$ cat config.mk
export PLATFORM = sky130hd
export DESIGN_NAME = ctl_game
export DESIGN_NICKNAME = d
export VERILOG_FILES = /design/src/rtl/ctl_game.sv
export SDC_FILE = /design/constraint.sdc
export NUM_CORES = 1
export LEC_CHECK = 0
export CORE_ASPECT_RATIO = 1.4
export CORE_MARGIN = 4
export CORE_UTILIZATION = 45
export CTS_BUF_LIST = sky130_fd_sc_hd__clkbuf_16
export DETAILED_ROUTE_END_ITERATION = 7
export PLACE_DENSITY = 0.75
export SLEW_MARGIN = 20
export SYNTH_ARGS = -nofsm -noshare
export SYNTH_HDL_FRONTEND = slang
export SYNTH_SLANG_ARGS = --single-unit
$ cat constraint.sdc
create_clock -name clk -period 7.14 [get_ports clk]
set_clock_uncertainty 0.15 [all_clocks]
set_input_delay 1.071 -clock clk [delete_from_list [all_inputs] [get_ports clk]]
set_output_delay 1.071 -clock clk [all_outputs]
set_load 0.03 [all_outputs]
$ cat src/rtl/ctl_game.sv
// ctl_game: Duck Hunt round/duck sequencer (spawn, shots, timeouts, rounds).
// Define CTL_GAME_PERFECT_BONUS_EN for the perfect_round pulse and +2 advance.
module ctl_game #(
   parameter int unsigned DUCKS_PER_ROUND = 10,
   parameter int unsigned HITS_TO_PASS    = 6,
   parameter int unsigned SHOTS_PER_DUCK  = 3,
   parameter int unsigned FLIGHT_FRAMES   = 300,
   parameter int unsigned PAUSE_FRAMES    = 120,
   parameter int unsigned MAX_ROUND       = 99
) (
   input  logic       clk,
   input  logic       rst,
   input  logic       new_frame,
   input  logic       start,
   input  logic       pause,
   input  logic       hit,
   input  logic       shot_fired,
   output logic       duck_spawn,
   output logic       duck_fly_away,
   output logic [2:0] shots_left,
   output logic [3:0] duck_idx,
   output logic [3:0] round_hits,
   output logic [6:0] round_num,
   output logic       game_over,
`ifdef CTL_GAME_PERFECT_BONUS_EN
   output logic       perfect_round,
`endif
   output logic       reset_score
);

   localparam logic [2:0] S_IDLE      = 3'd0;
   localparam logic [2:0] S_SPAWN     = 3'd1;
   localparam logic [2:0] S_FLIGHT    = 3'd2;
   localparam logic [2:0] S_ESCAPE    = 3'd3;
   localparam logic [2:0] S_DUCK_END  = 3'd4;
   localparam logic [2:0] S_ROUND_END = 3'd5;
   localparam logic [2:0] S_GAME_OVER = 3'd6;

   localparam logic [2:0] SHOTS_INIT  = 3'(SHOTS_PER_DUCK);
   localparam logic [9:0] FLIGHT_INIT = 10'(FLIGHT_FRAMES);
   localparam logic [9:0] PAUSE_INIT  = 10'(PAUSE_FRAMES);
   localparam logic [3:0] LAST_DUCK   = 4'(DUCKS_PER_ROUND - 1);
   localparam logic [3:0] HITS_PASS   = 4'(HITS_TO_PASS);
   localparam logic [7:0] ROUND_MAX   = 8'(MAX_ROUND);
`ifdef CTL_GAME_PERFECT_BONUS_EN
   localparam logic [3:0] HITS_ALL    = 4'(DUCKS_PER_ROUND);
`endif

   logic [2:0] state;
   logic [2:0] state_nx;
   logic [9:0] timer;
   logic [9:0] timer_nx;
   logic [2:0] shots_nx;
   logic [3:0] idx_nx;
   logic [3:0] hits_nx;
   logic [6:0] round_nx;
   logic       fly_nx;
   logic       over_nx;
   logic       spawn_nx;
   logic       rscore_nx;
`ifdef CTL_GAME_PERFECT_BONUS_EN
   logic       perfect_nx;
   logic       all_hit;
`endif

   logic [2:0] shots_dec;
   logic [3:0] hits_inc;
   logic [7:0] round_step;
   logic [7:0] round_sum;
   logic [6:0] round_adv;
   logic       expire;

   assign shots_dec = (shots_left == 3'd0) ? 3'd0
                    : shots_left - 3'd1;
   assign hits_inc  = (round_hits == 4'hf) ? 4'hf
                    : round_hits + 4'd1;
   assign expire    = new_frame && (timer <= 10'd1);

`ifdef CTL_GAME_PERFECT_BONUS_EN
   assign all_hit    = (round_hits == HITS_ALL);
   assign round_step = all_hit ? 8'd2 : 8'd1;
`else
   assign round_step = 8'd1;
`endif

   assign round_sum = {1'b0, round_num} + round_step;
   assign round_adv = (round_sum > ROUND_MAX) ? ROUND_MAX[6:0]
                    : round_sum[6:0];

   // Next-state decode; a high pause holds every register and drops pulses.
   always_comb begin
      state_nx  = state;
      timer_nx  = timer;
      shots_nx  = shots_left;
      idx_nx    = duck_idx;
      hits_nx   = round_hits;
      round_nx  = round_num;
      fly_nx    = duck_fly_away;
      over_nx   = game_over;
      spawn_nx  = 1'b0;
      rscore_nx = 1'b0;
`ifdef CTL_GAME_PERFECT_BONUS_EN
      perfect_nx = 1'b0;
`endif
      if (!pause) begin
         if (new_frame && timer != 10'd0)
            timer_nx = timer - 10'd1;
         unique case (state)
            S_IDLE, S_GAME_OVER: begin
               if (start) begin
                  rscore_nx = 1'b1;
                  round_nx  = 7'd1;
                  hits_nx   = 4'd0;
                  idx_nx    = 4'd0;
                  shots_nx  = 3'd0;
                  fly_nx    = 1'b0;
                  over_nx   = 1'b0;
                  timer_nx  = 10'd0;
                  state_nx  = S_SPAWN;
               end
            end
            S_SPAWN: begin
               spawn_nx = 1'b1;
               shots_nx = SHOTS_INIT;
               timer_nx = FLIGHT_INIT;
               state_nx = S_FLIGHT;
            end
            S_FLIGHT: begin
               // a hit outranks a simultaneous shot or timeout
               if (hit) begin
                  hits_nx  = hits_inc;
                  shots_nx = shots_dec;
                  timer_nx = PAUSE_INIT;
                  state_nx = S_DUCK_END;
               end else begin
                  if (shot_fired)
                     shots_nx = shots_dec;
                  if ((shot_fired && shots_dec == 3'd0) || expire) begin
                     fly_nx   = 1'b1;
                     state_nx = S_ESCAPE;
                  end
               end
            end
            S_ESCAPE: begin
               timer_nx = PAUSE_INIT;
               state_nx = S_DUCK_END;
            end
            S_DUCK_END: begin
               if (expire) begin
                  fly_nx = 1'b0;
                  if (duck_idx == LAST_DUCK) begin
                     timer_nx = PAUSE_INIT;
                     state_nx = S_ROUND_END;
                  end else begin
                     idx_nx   = duck_idx + 4'd1;
                     state_nx = S_SPAWN;
                  end
               end
            end
            S_ROUND_END: begin
               if (expire) begin
                  if (round_hits >= HITS_PASS) begin
                     round_nx = round_adv;
                     hits_nx  = 4'd0;
                     idx_nx   = 4'd0;
                     state_nx = S_SPAWN;
`ifdef CTL_GAME_PERFECT_BONUS_EN
                     perfect_nx = all_hit;
`endif
                  end else begin
                     over_nx  = 1'b1;
                     state_nx = S_GAME_OVER;
                  end
               end
            end
            default: begin
               state_nx = S_IDLE;
            end
         endcase
      end
   end

   // State, timer and registered outputs; reset returns to the idle view.
   always_ff @(posedge clk or posedge rst) begin
      if (rst) begin
         state         <= S_IDLE;
         timer         <= 10'd0;
         shots_left    <= 3'd0;
         duck_idx      <= 4'd0;
         round_hits    <= 4'd0;
         round_num     <= 7'd1;
         duck_fly_away <= 1'b0;
         game_over     <= 1'b0;
         duck_spawn    <= 1'b0;
         reset_score   <= 1'b0;
`ifdef CTL_GAME_PERFECT_BONUS_EN
         perfect_round <= 1'b0;
`endif
      end else begin
         state         <= state_nx;
         timer         <= timer_nx;
         shots_left    <= shots_nx;
         duck_idx      <= idx_nx;
         round_hits    <= hits_nx;
         round_num     <= round_nx;
         duck_fly_away <= fly_nx;
         game_over     <= over_nx;
         duck_spawn    <= spawn_nx;
         reset_score   <= rscore_nx;
`ifdef CTL_GAME_PERFECT_BONUS_EN
         perfect_round <= perfect_nx;
`endif
      end
   end

endmodule

== Word-level counts from Yosys, hierarchy flattened ==
Index checks and enable logic that the tools add are counted.
Operators by class
  mux-type cells: 46
  order comparisons: 3
  bitwise gates (word level): 1
  eq/ne operators: 19
  add/sub/neg operators: 5
  reduce and logical (&&, ||, !) cells: 21
Operators with widths (count)
  10-bit 2-to-1 mux: 5
  10-bit one-hot mux with 5 select lines: 1
  3-bit 2-to-1 mux: 11
  4-bit 2-to-1 mux: 7
  7-bit 2-to-1 mux: 4
  4-bit one-hot mux with 3 select lines: 2
  2-bit inequality test, second input constant: 9
  3-bit one-hot mux with 6 select lines: 1
  5-bit AND reduction: 3
  7-bit one-hot mux with 2 select lines: 1
  6-bit AND reduction: 2
  3-bit nonzero test: 4
  1-bit 2-to-1 mux: 11
  10-bit by 1-bit less-or-equal comparator with 1-bit output, second input constant: 1
  10-bit nonzero test: 1
  10-bit by 1-bit subtractor with 10-bit output, second input constant: 1
  3-bit == test, second input constant: 3
  3-bit zero test: 3
  3-bit one-hot mux with 3 select lines: 1
  4-bit by 1-bit adder with 4-bit output, second input constant: 2
  7-bit by 1-bit adder with 8-bit output, second input constant: 1
  4-bit == test, second input constant: 2
  8-bit by 7-bit > comparator with 1-bit output, second input constant: 1
  7-bit AND reduction: 1
  other kinds (13): 17
Word-level totals
  bits of input ports: 7
  bits in registers: 35
  logic and storage cells: 105
  output and inout port bits: 22

== Logic depth before layout (Yosys ltp) ==
Gate-level depths: netlist of run 1.
  depth in word-level cells: 8
  mapped depth: 9
  gate-level depth less buffers: 8

== Least setup slack after synthesis of run 1 ==
Ideal clock, no wire load.
  kind: input-to-reg
  from: input port new_frame
  to: register duck_idx[0]
  data required time: 6.862 ns
  stages: 6
  buffers on the path: 1
  library setup time: 0.128 ns
  arrival time: 2.429 ns
  slack: 4.433 ns
  path through: nand2b_1 -> or4_4 -> buf_6 -> a22o_1 -> nor2_2 -> mux2_1
On the way
  cells in the longest elaborated chain, start to end: 3
  elaborated cells between the ends (all ways): 4
  those cells by class: eq/ne (2); reduce/logical (2)
Ends and longest elaborated chain
  from (decl): line 13  | input logic new_frame,
  1-bit logical AND (*): line 77  | assign expire = new_frame && (timer <= 10'd1);
  2-bit inequality test (no line)
  7-bit AND reduction (no line) (*)
  to (signal assigned): line 203  | duck_idx <= idx_nx;
  to (decl): line 21  | output logic [3:0] duck_idx,
Every way passes the cells marked *; elsewhere a longest branch is shown, timed or not.
A chain may end at the register's enable or synchronous reset.

== Final worst setup path of run 1 ==
  from: input port start
  to: register round_num[2]
On the way
  cells in the longest elaborated chain, start to end: 2
Ends and longest elaborated chain
  from (decl): line 14  | input logic start,
  2-bit inequality test (no line)
  5-bit AND reduction (no line)
  to (signal assigned): line 205  | round_num <= round_nx;
  to (decl): line 23  | output logic [6:0] round_num,
No other way between the ends.

==> results.md, run 1 <==
- The total setup buffers inserted after CTS is 0.
- For this run, the total global-route usage over all layers was measured as 18.7%.
- After layout, the worst path uses 43.1% of the clock period.
- VDD sags by at most 180 µV.
- The class of the tightest hold or removal check is reg2reg.
- Once the clock tree was built, the resizer swapped 0 gates to a different size.
- The pin count of the biggest net entering global routing is 36.
- The kind of end point of the critical path is a flop.
- The row count is 30.
- Yosys printed 0 warnings.
- The number of enable-type register cells in the synthesized netlist is 0.
- In the routed layout, each cell is associated on average with a via count of 5.86.
- The CTS tree is yes.
- The detailed router placed 2,186 vias in this run.
- The mean instance size in the synthesized netlist is 8.22 µm².
- On the critical path, the stage with the largest delay is an instance of o41ai_1.
- The total overflow left after global routing is 0.
- The final net count is 326.
- CTS built an H-tree with a depth of 2.
- Of the total power, the share spent switching nets is 42.8%.
- The tree built by TritonCTS fans out to 35 sinks.
- In this run the cell area of the synthesized design comes to 2320 µm².
- Global routing used 20.6% of the available met1 tracks.
- The signal on the critical path passes through clkdlybuf4s50_1, o41ai_1, nor3_2, nand2_1, a21oi_1, a21o_1.
- The top cell family by delay on the critical path is compound AO/OA/AOI/OAI gates.
- The share of total power dissipated in the clock network is 20.8%.
- The die is 68.6 µm wide.
- Setup violations remaining at the end of the flow were counted as 0.
- The floorplan step defined a die boundary enclosing 6380 µm².
- Across the run, the number of max-cap violations was 0.
- The internal power is 0.000553 W.
- The share of total power dissipated in sequential elements is 34.2%.
- The number of global-route vias before repair is 2,144.
- Hold timing on the final database bottoms out at a slack of 0.387 ns.
- The clock passes through at most 2 buffers.
- The number of nets in the synthesized netlist is 300.
- The first global-routing pass estimated 9410 µm of wire.
- Setup total negative slack on the finished layout was measured at 0 ns.
- The primary flip-flop cell chosen by synthesis mapping is dfrtp_1.
- Power spread over the standard cell area amounts to 348 nW/µm².
- For this run, the detailed router's first-pass iteration total came to 4.
- After detailed routing, the average wire length per cell comes to 14.6 µm.
- After synthesis, the share of flip-flops with an asynchronous set or reset is 100%.
- The met3 capacity usage during global routing is 3.52%.
- The final max-slew violation count is 0.
- The finished cells cover 2780 µm².
- The buffer cell driving the clock tree root is clkbuf_16.
- At the end of routability-driven placement, the weighted congestion stood at 0.872.
- The largest single stage delay on the critical path is 0.94 ns.
- Along the worst path, the maximum fanout reaches 6.
- The worst setup path is of the in2reg kind.
- Counting both buffers and inverters, the worst setup path holds a total of 1.
- The residual DRC count is 0.
- For this configuration, the core starts out at a cell density of 47.1%.
- Combinational logic is responsible for 45.0% of the overall power.
- In this run the tightest slew margin relative to its limit is 32.0%.
- Clock latency on the worst-skew pair, taken at its later pin, is 0.28 ns.
- The analysis attributes to net switching a power of 0.000414 W.
- At the worst endpoint, the arrival time is 3.09 ns.
- Buffers inserted during clock tree synthesis total 5.
- The number of I/O port buffers is 28.
- The clock input transition at the sequential cells of the worst setup and hold paths is 0.05 ns.
- The number of I/O pins is 29.
- met2 is the most crowded layer.
- After the first detailed-routing iteration, the DRC count stood at 129.
- The area growth from synthesis to layout is 19.8%.
- The required time of the critical path is 7.16 ns.
- The antenna cell count is 0.
- For met2 alone, demand over resource in global routing was 33.9%.
- The count of hold-fix buffers inserted at cts is 0.
- Counting flops and latches in the post-synthesis netlist gives 35.
- The run finished with clean final reports.
- Setup repair after global routing left no endpoint under its margin.
- The actual slew at the worst max-slew pin is 1.01 ns.
- STA classifies the critical path startpoint as an input port.
- The share of layout cells above drive strength 1 is 3.88%.
- The clock period minus worst slack is 3.08 ns.
- In the synthesized netlist, the number of instances is 282.
- The sum of net half-perimeters after detailed placement is 4060 µm.
- Measured along the y axis, the die boundary spans 92.9 µm.
- The placeable core area is 4920 µm².
- Once placement finished, the instance area stood at 2640 µm².
- The analysis attributes to cell leakage a power of 1.18 nW.
- The count of nets left with antenna violations once routing finished came out at 0.
- The number of antenna violations at the first check in global routing is 0.
- Based on the critical path, the design can be clocked at up to 0.325 GHz.
- The number of distinct standard cells referenced by the synthesized netlist is 51.
- The total wirelength of the detailed-routed design is 5440 µm.
- The final-report hold violation count is 0.
- The sequential-to-total area share from yosys stat is 37.9%.
## cell usage after synthesis, types with 2 or more instances
cell type | number | area (µm²)
a2111oi_0 | 2 | 17.5
a211oi_1 | 2 | 15.0
a21boi_1 | 2 | 15.0
a21o_1 | 5 | 37.5
a21oi_1 | 21 | 105
a22o_1 | 5 | 43.8
a311oi_1 | 2 | 17.5
a31oi_1 | 5 | 31.3
and2_1 | 2 | 12.5
clkbuf_1 | 8 | 30.0
dfrtp_1 | 34 | 851
ha_1 | 11 | 138
inv_1 | 14 | 52.6
mux2i_1 | 2 | 20.0
nand2_1 | 34 | 128
nand2b_1 | 8 | 50.1
nand3_1 | 12 | 60.1
nand3b_1 | 2 | 15.0
nand4_1 | 2 | 12.5
nor2_1 | 25 | 93.8
nor2b_1 | 7 | 43.8
nor3_1 | 12 | 60.1
nor3b_1 | 3 | 22.5
nor4_1 | 2 | 12.5
o21a_1 | 3 | 22.5
o21ai_0 | 23 | 115
o21ai_1 | 2 | 10.0
o22a_1 | 2 | 17.5
o22ai_1 | 2 | 12.5
o31a_1 | 2 | 17.5
o31ai_1 | 2 | 15.0
or3_1 | 3 | 18.8
or4_4 | 2 | 22.5
xor2_1 | 2 | 17.5
## tightest hold or removal path: stages (launching register included)
cell,delay [ns]
dfstp_2,0.39
nand2_1,0.06
o21ai_0,0.07
## registers in the layout (all words and copies together) (netlist names)
signal,flops
duck_spawn,1
round_num,7
timer,10
state,3
round_hits,4
duck_fly_away,1
shots_left,3
reset_score,1
game_over,1
duck_idx,4
## kinds of logic (layout without fill, tap and decap cells)
| group | count (synthesis) | after routing | synth area share (%) |
|---|---|---|---|
| flops | 35 | 35 | 37.9 |
| fa+ha+maj | 11 | 11 | 5.94 |
| xor+xnor | 3 | 3 | 1.13 |
| compound gates | 86 | 86 | 23.5 |
| buf+inv | 24 | 51 | 4.21 |
| mux | 4 | 4 | 1.84 |
| simple gates | 119 | 119 | 25.5 |
## layer usage
layer,wire [µm],vias up,part of all wire (%)
met5,0,-,0
met4,111,0,2.0
met3,189,12,3.5
met2,3030,55,56
met1,2120,1052,39
li1,-,1067,-
## power groups by stage
stage / combinational, W / clock (W) / sequential [W]
6_report: 0.000435 / 0.000201 / 0.000331
5_1_grt: 0.000484 / 0.000212 / 0.000342
4_1_cts: 0.000434 / 0.000204 / 0.000329
3_5_place_dp: 0.000432 / 0 / 0.000333
3_3_place_gp: 0.000425 / 0 / 0.000330
2_1_floorplan: 0.000298 / 0 / 0.000340
## path summary, 6_finish.rpt
path / slack, ns / from / to / cells after the start
min: 0.39 / round_num[0] / round_num[0] / 2
min reg2reg: 0.39 / round_num[0] / round_num[0] / 2
max: 4.06 / start / round_num[2] / 6
min in group asynchronous: 1.05 / rst / round_hits[0] / 3
max in group asynchronous: 5.46 / rst / round_num[0] / 3
max reg2reg: 4.49 / timer[7] / timer[7] / 6
## metrics by stage
| step | setup WS, ns | instances | util, % | total power [W] |
|---|---|---|---|---|
| 5_1_grt | 3.88 | 373 | 56.5 | 0.00104 |
| 2_1_floorplan | 4.43 | 282 | - | 0.000638 |
| 3_3_place_gp | 3.88 | 365 | 53.7 | 0.000755 |
| 4_1_cts | 4.07 | 373 | 56.5 | 0.000967 |
| 3_5_place_dp | 3.85 | 365 | 53.7 | 0.000764 |
| 6_report | 4.06 | 373 | 56.5 | 0.000966 |
## area by class of cell
type,count,area (µm²)
clock buffers,5,125
repair buffers,29,288
well taps,64,80.1
inverters,14,52.6
flip-flops and latches,35,877
multi-input cells,223,1340
fillers,469,2140
clock inverters,3,11.3
## placed cells by master, fill, tap and decap left out, drive strengths merged, types with 7 or more instances in the layout
cell / instances
inv: 15
nor3: 13
nand2b: 8
o21ai: 25
nor2b: 7
clkdlybuf4s50: 28
dfrtp: 34
nand3: 12
ha: 11
a21oi: 21
nand2: 34
nor2: 26
Note: power is estimated with default switching activity, not from simulation.
==> run 2, diff against run 1 <==
clock period = 3.1 ns   (was 7.14 ns; I/O delays follow)
==> results.md, run 2 (synthesis gave the netlist of run 1 again) <==
- The maximum resistive drop on vdd is 519 µV (was 180 µV).
- The clock share of power is 21.2% (was 20.8%).
- The met2 layer wire length in the routed design is 3060 µm (was 3030 µm).
- The number of antenna violations at the first check in global routing is 0 (unchanged).
- The share of layout cells above drive strength 1 is 4.82% (was 3.88%).
- The required time of the critical path is 3.11 ns (was 7.16 ns).
- The maximum clock rate is 0.372 GHz.
- The met3 wire length is 197 µm (was 189 µm).
- The switching fraction of total power is 43.1% (was 42.8%).
- The horizontal die dimension is 68.6 µm (unchanged).
- The topmost layer with routed signal wires is met4 (unchanged).
- The antenna cell count is 0 (unchanged).
- The hold path startpoint is game_over (was round_num[0]).
- The buffer cell driving the clock tree root is clkbuf_16 (unchanged).
- The post-place setup slack is 0.350 ns (was 3.85 ns).
- The type of the worst setup path is reg2reg (was in2reg).
- Registers with the most flip-flops: timer (10), round_num (7) (unchanged).
- The clock net sink count is 35 (unchanged).
- The clock input transition at the sequential cells of the worst setup and hold paths came to 0.06 ns (was 0.05 ns).
- Commonest non-fill, non-tap cells in the layout: nand2_1 (34), dfrtp_1 (34), clkdlybuf4s50_1 (28), nor2_1 (25), o21ai_0 (23) (unchanged).
- The worst slew margin relative to its limit was 34.9% (was 32.0%).
- The first-pass GRT wire length is 9870 µm (was 9410 µm).
- The max-capacitance violation count is 0 (unchanged).
- The final setup violation count is 0 (unchanged).
- The internal power is 0.00128 W (was 0.000553 W).
- The startpoint of the most critical register-to-register path is timer[7] (unchanged).
- The startpoint class of the critical path is a flop (was input port).
- The total iterations of the first detailed-routing run is 4 (unchanged).
- The DRC marker count from the first detailed-route iteration came to 134 (was 129).
- The worst hold path cell count is 2 (unchanged).
- The CTS tree is yes (unchanged).
- The residual DRC count was 0 (unchanged).
- The combined area of the multi-input logic cells was 1340 µm² (unchanged).
- The height of the die was 92.9 µm (unchanged).
- The latest clock arrival within the worst-skew pair is 0.28 ns (about the same).
- The pin count of the biggest net entering global routing is 36 (unchanged).
- The filler cell count came to 465 (was 469).
- RSZ-0062 raised after global routing: no (unchanged).
- The sum of net half-perimeters after detailed placement came to 4050 µm (was 4060 µm).
- The number of I/O port buffers is 28 (unchanged).
- The power per unit of standard cell area is 806 nW/µm² (was 348 nW/µm²).
- The switching power summed over all nets is 0.000970 W (was 0.000414 W).
- The kind of end point of the critical path is a flop (unchanged).
- The die outline area is 6380 µm² (unchanged).
- The worst-case setup margin in the final layout is 0.410 ns (was 4.06 ns).
- The smallest clock period supported by the final layout is computed as 2.69 ns.
- The number of I/O pins is 29 (unchanged).
- The flop-to-flop setup slack was 0.41 ns (was 4.49 ns).
- The detailed-route vias per instance is 5.87 (was 5.86).
- The combinational cell fraction of total power is 45.6% (was 45.0%).
- The number of buffers created by CTS is 5 (unchanged).
- The overall routing resource usage is 19.7% (was 18.7%).
- The cell leakage power is 1.19 nW (was 1.18 nW).
- The row count is 30 (unchanged).
- The actual slew at the worst max-slew pin was 0.963 ns (was 1.01 ns).
- The endpoint of the worst hold-timing path is game_over (was round_num[0]).
- After layout, the worst path uses 86.8% of the clock period.
- The destination of the worst register-to-register timing path is timer[9] (was timer[7]).
- The top fanout value on the critical path is 7 (was 6).
- The H-tree level count is 2 (unchanged).
- The met1 layer wirelength in the final routing came to 2230 µm (was 2120 µm).
- The post-route setup TNS is 0 ns (unchanged).
- The register with the highest flop count was timer (unchanged).
- The count of nets left with antenna violations after detail routing is 0 (unchanged).
- The effective utilization at floorplan is 47.1% (unchanged).
- The final net count was 328 (was 326).
- The overflow left after global routing was 0 (unchanged).
- The post-cts resize count is 0 (unchanged).
- The final RePlAce weighted congestion was 0.897 (was 0.872).
- The number of global-route vias before repair is 2,200 (was 2,144).
- The final max-slew violation count is 0 (unchanged).
- The area added between synthesis and finish is 20.5% (was 19.8%).
- The number of cells on the worst reg-to-reg path came to 6 (unchanged).
- The final-report hold violation count is 0 (unchanged).
- The routed via count came to 2,202 (was 2,186).
- The endpoint arrival time on the critical path is 2.70 ns (was 3.09 ns).
- Run status: completed (unchanged).
- The class of the tightest hold or removal check is reg2reg (unchanged).
- The wire length per cell was 15.0 µm (was 14.6 µm).
- The maximum buffer depth of the clock tree is 2 (unchanged).
- The sequential cell area in the final layout was 877 µm² (unchanged).
- The placeable core area is 4920 µm² (unchanged).
- The count of hold-fix buffers inserted at cts is 0 (unchanged).
- The total wirelength of the detailed-routed design is 5610 µm (was 5440 µm).
- The portion of total power attributed to sequential cells is 33.2% (was 34.2%).
- The total setup buffers inserted after CTS was 0 (unchanged).
- The flip-flop count of the largest register, all copies and words added is 10 (unchanged).
==> run 2: worst max-delay path by stage <==
stage	from	to	cells past startpoint
finish	timer[7]	timer[9]	6
global route	timer[6]	timer[9]	6
detailed placement	new_frame	timer[7]	7
global placement	new_frame	timer[9]	7
floorplan	timer[7]	duck_idx[0]	6
CTS	timer[7]	timer[7]	6
==> run 2: layer usage <==
metal / track usage [%] / vias up
li1: - / 1068
met1: 22.1 / 1069
met2: 35.3 / 51
met3: 3.64 / 14
met4: 7.13 / 0
met5: 0 / -
==> run 2: power groups by stage <==
stage / clock, W / sequential, W / combinational (W)
3_5_place_dp: 0 / 0.000749 / 0.00102
5_1_grt: 0.000503 / 0.000776 / 0.00115
4_1_cts: 0.000483 / 0.000744 / 0.00102
6_report: 0.000477 / 0.000748 / 0.00103
3_3_place_gp: 0 / 0.000747 / 0.000997
2_1_floorplan: 0 / 0.000784 / 0.000686
==> run 2: per-stage QoR <==
stage	std cells	util, %	hold slack [ns]	cell area, µm²	power (W)
CTS	375	56.8	0.373	2790	0.00225
finish	375	56.8	0.372	2790	0.00225
detailed placement	367	54.0	0.365	2660	0.00177
floorplan	282	-	0.335	2320	0.00147
global route	375	56.8	0.383	2790	0.00243
global placement	367	54.0	0.367	2660	0.00174
==> run 2: cell type report <==
| type | count | share of cell area, % |
|---|---|---|
| inverters | 14 | 1.88 |
| repair buffers | 31 | 10.8 |
| multi-input cells | 223 | 48.1 |
| clock buffers | 5 | 4.48 |
| flip-flops and latches | 35 | 31.4 |
| well taps | 64 | 2.87 |
| clock inverters | 3 | 0.448 |
==> run 2: critical path, stage by stage, from the launching register on <==
cell and delay (ns):
dfrtp_1 0.43, or4_4 0.56, or4_4 0.60, o21ai_1 0.25
nand2_1 0.16, a21o_1 0.19, a22o_1 0.22
==> run 3, diff against run 2 <==
CTS_CLUSTER_DIAMETER = 120   (was unset)
==> results of run 3 <==
Same layout as run 2: the final DEF is identical, and so are final timing and power.
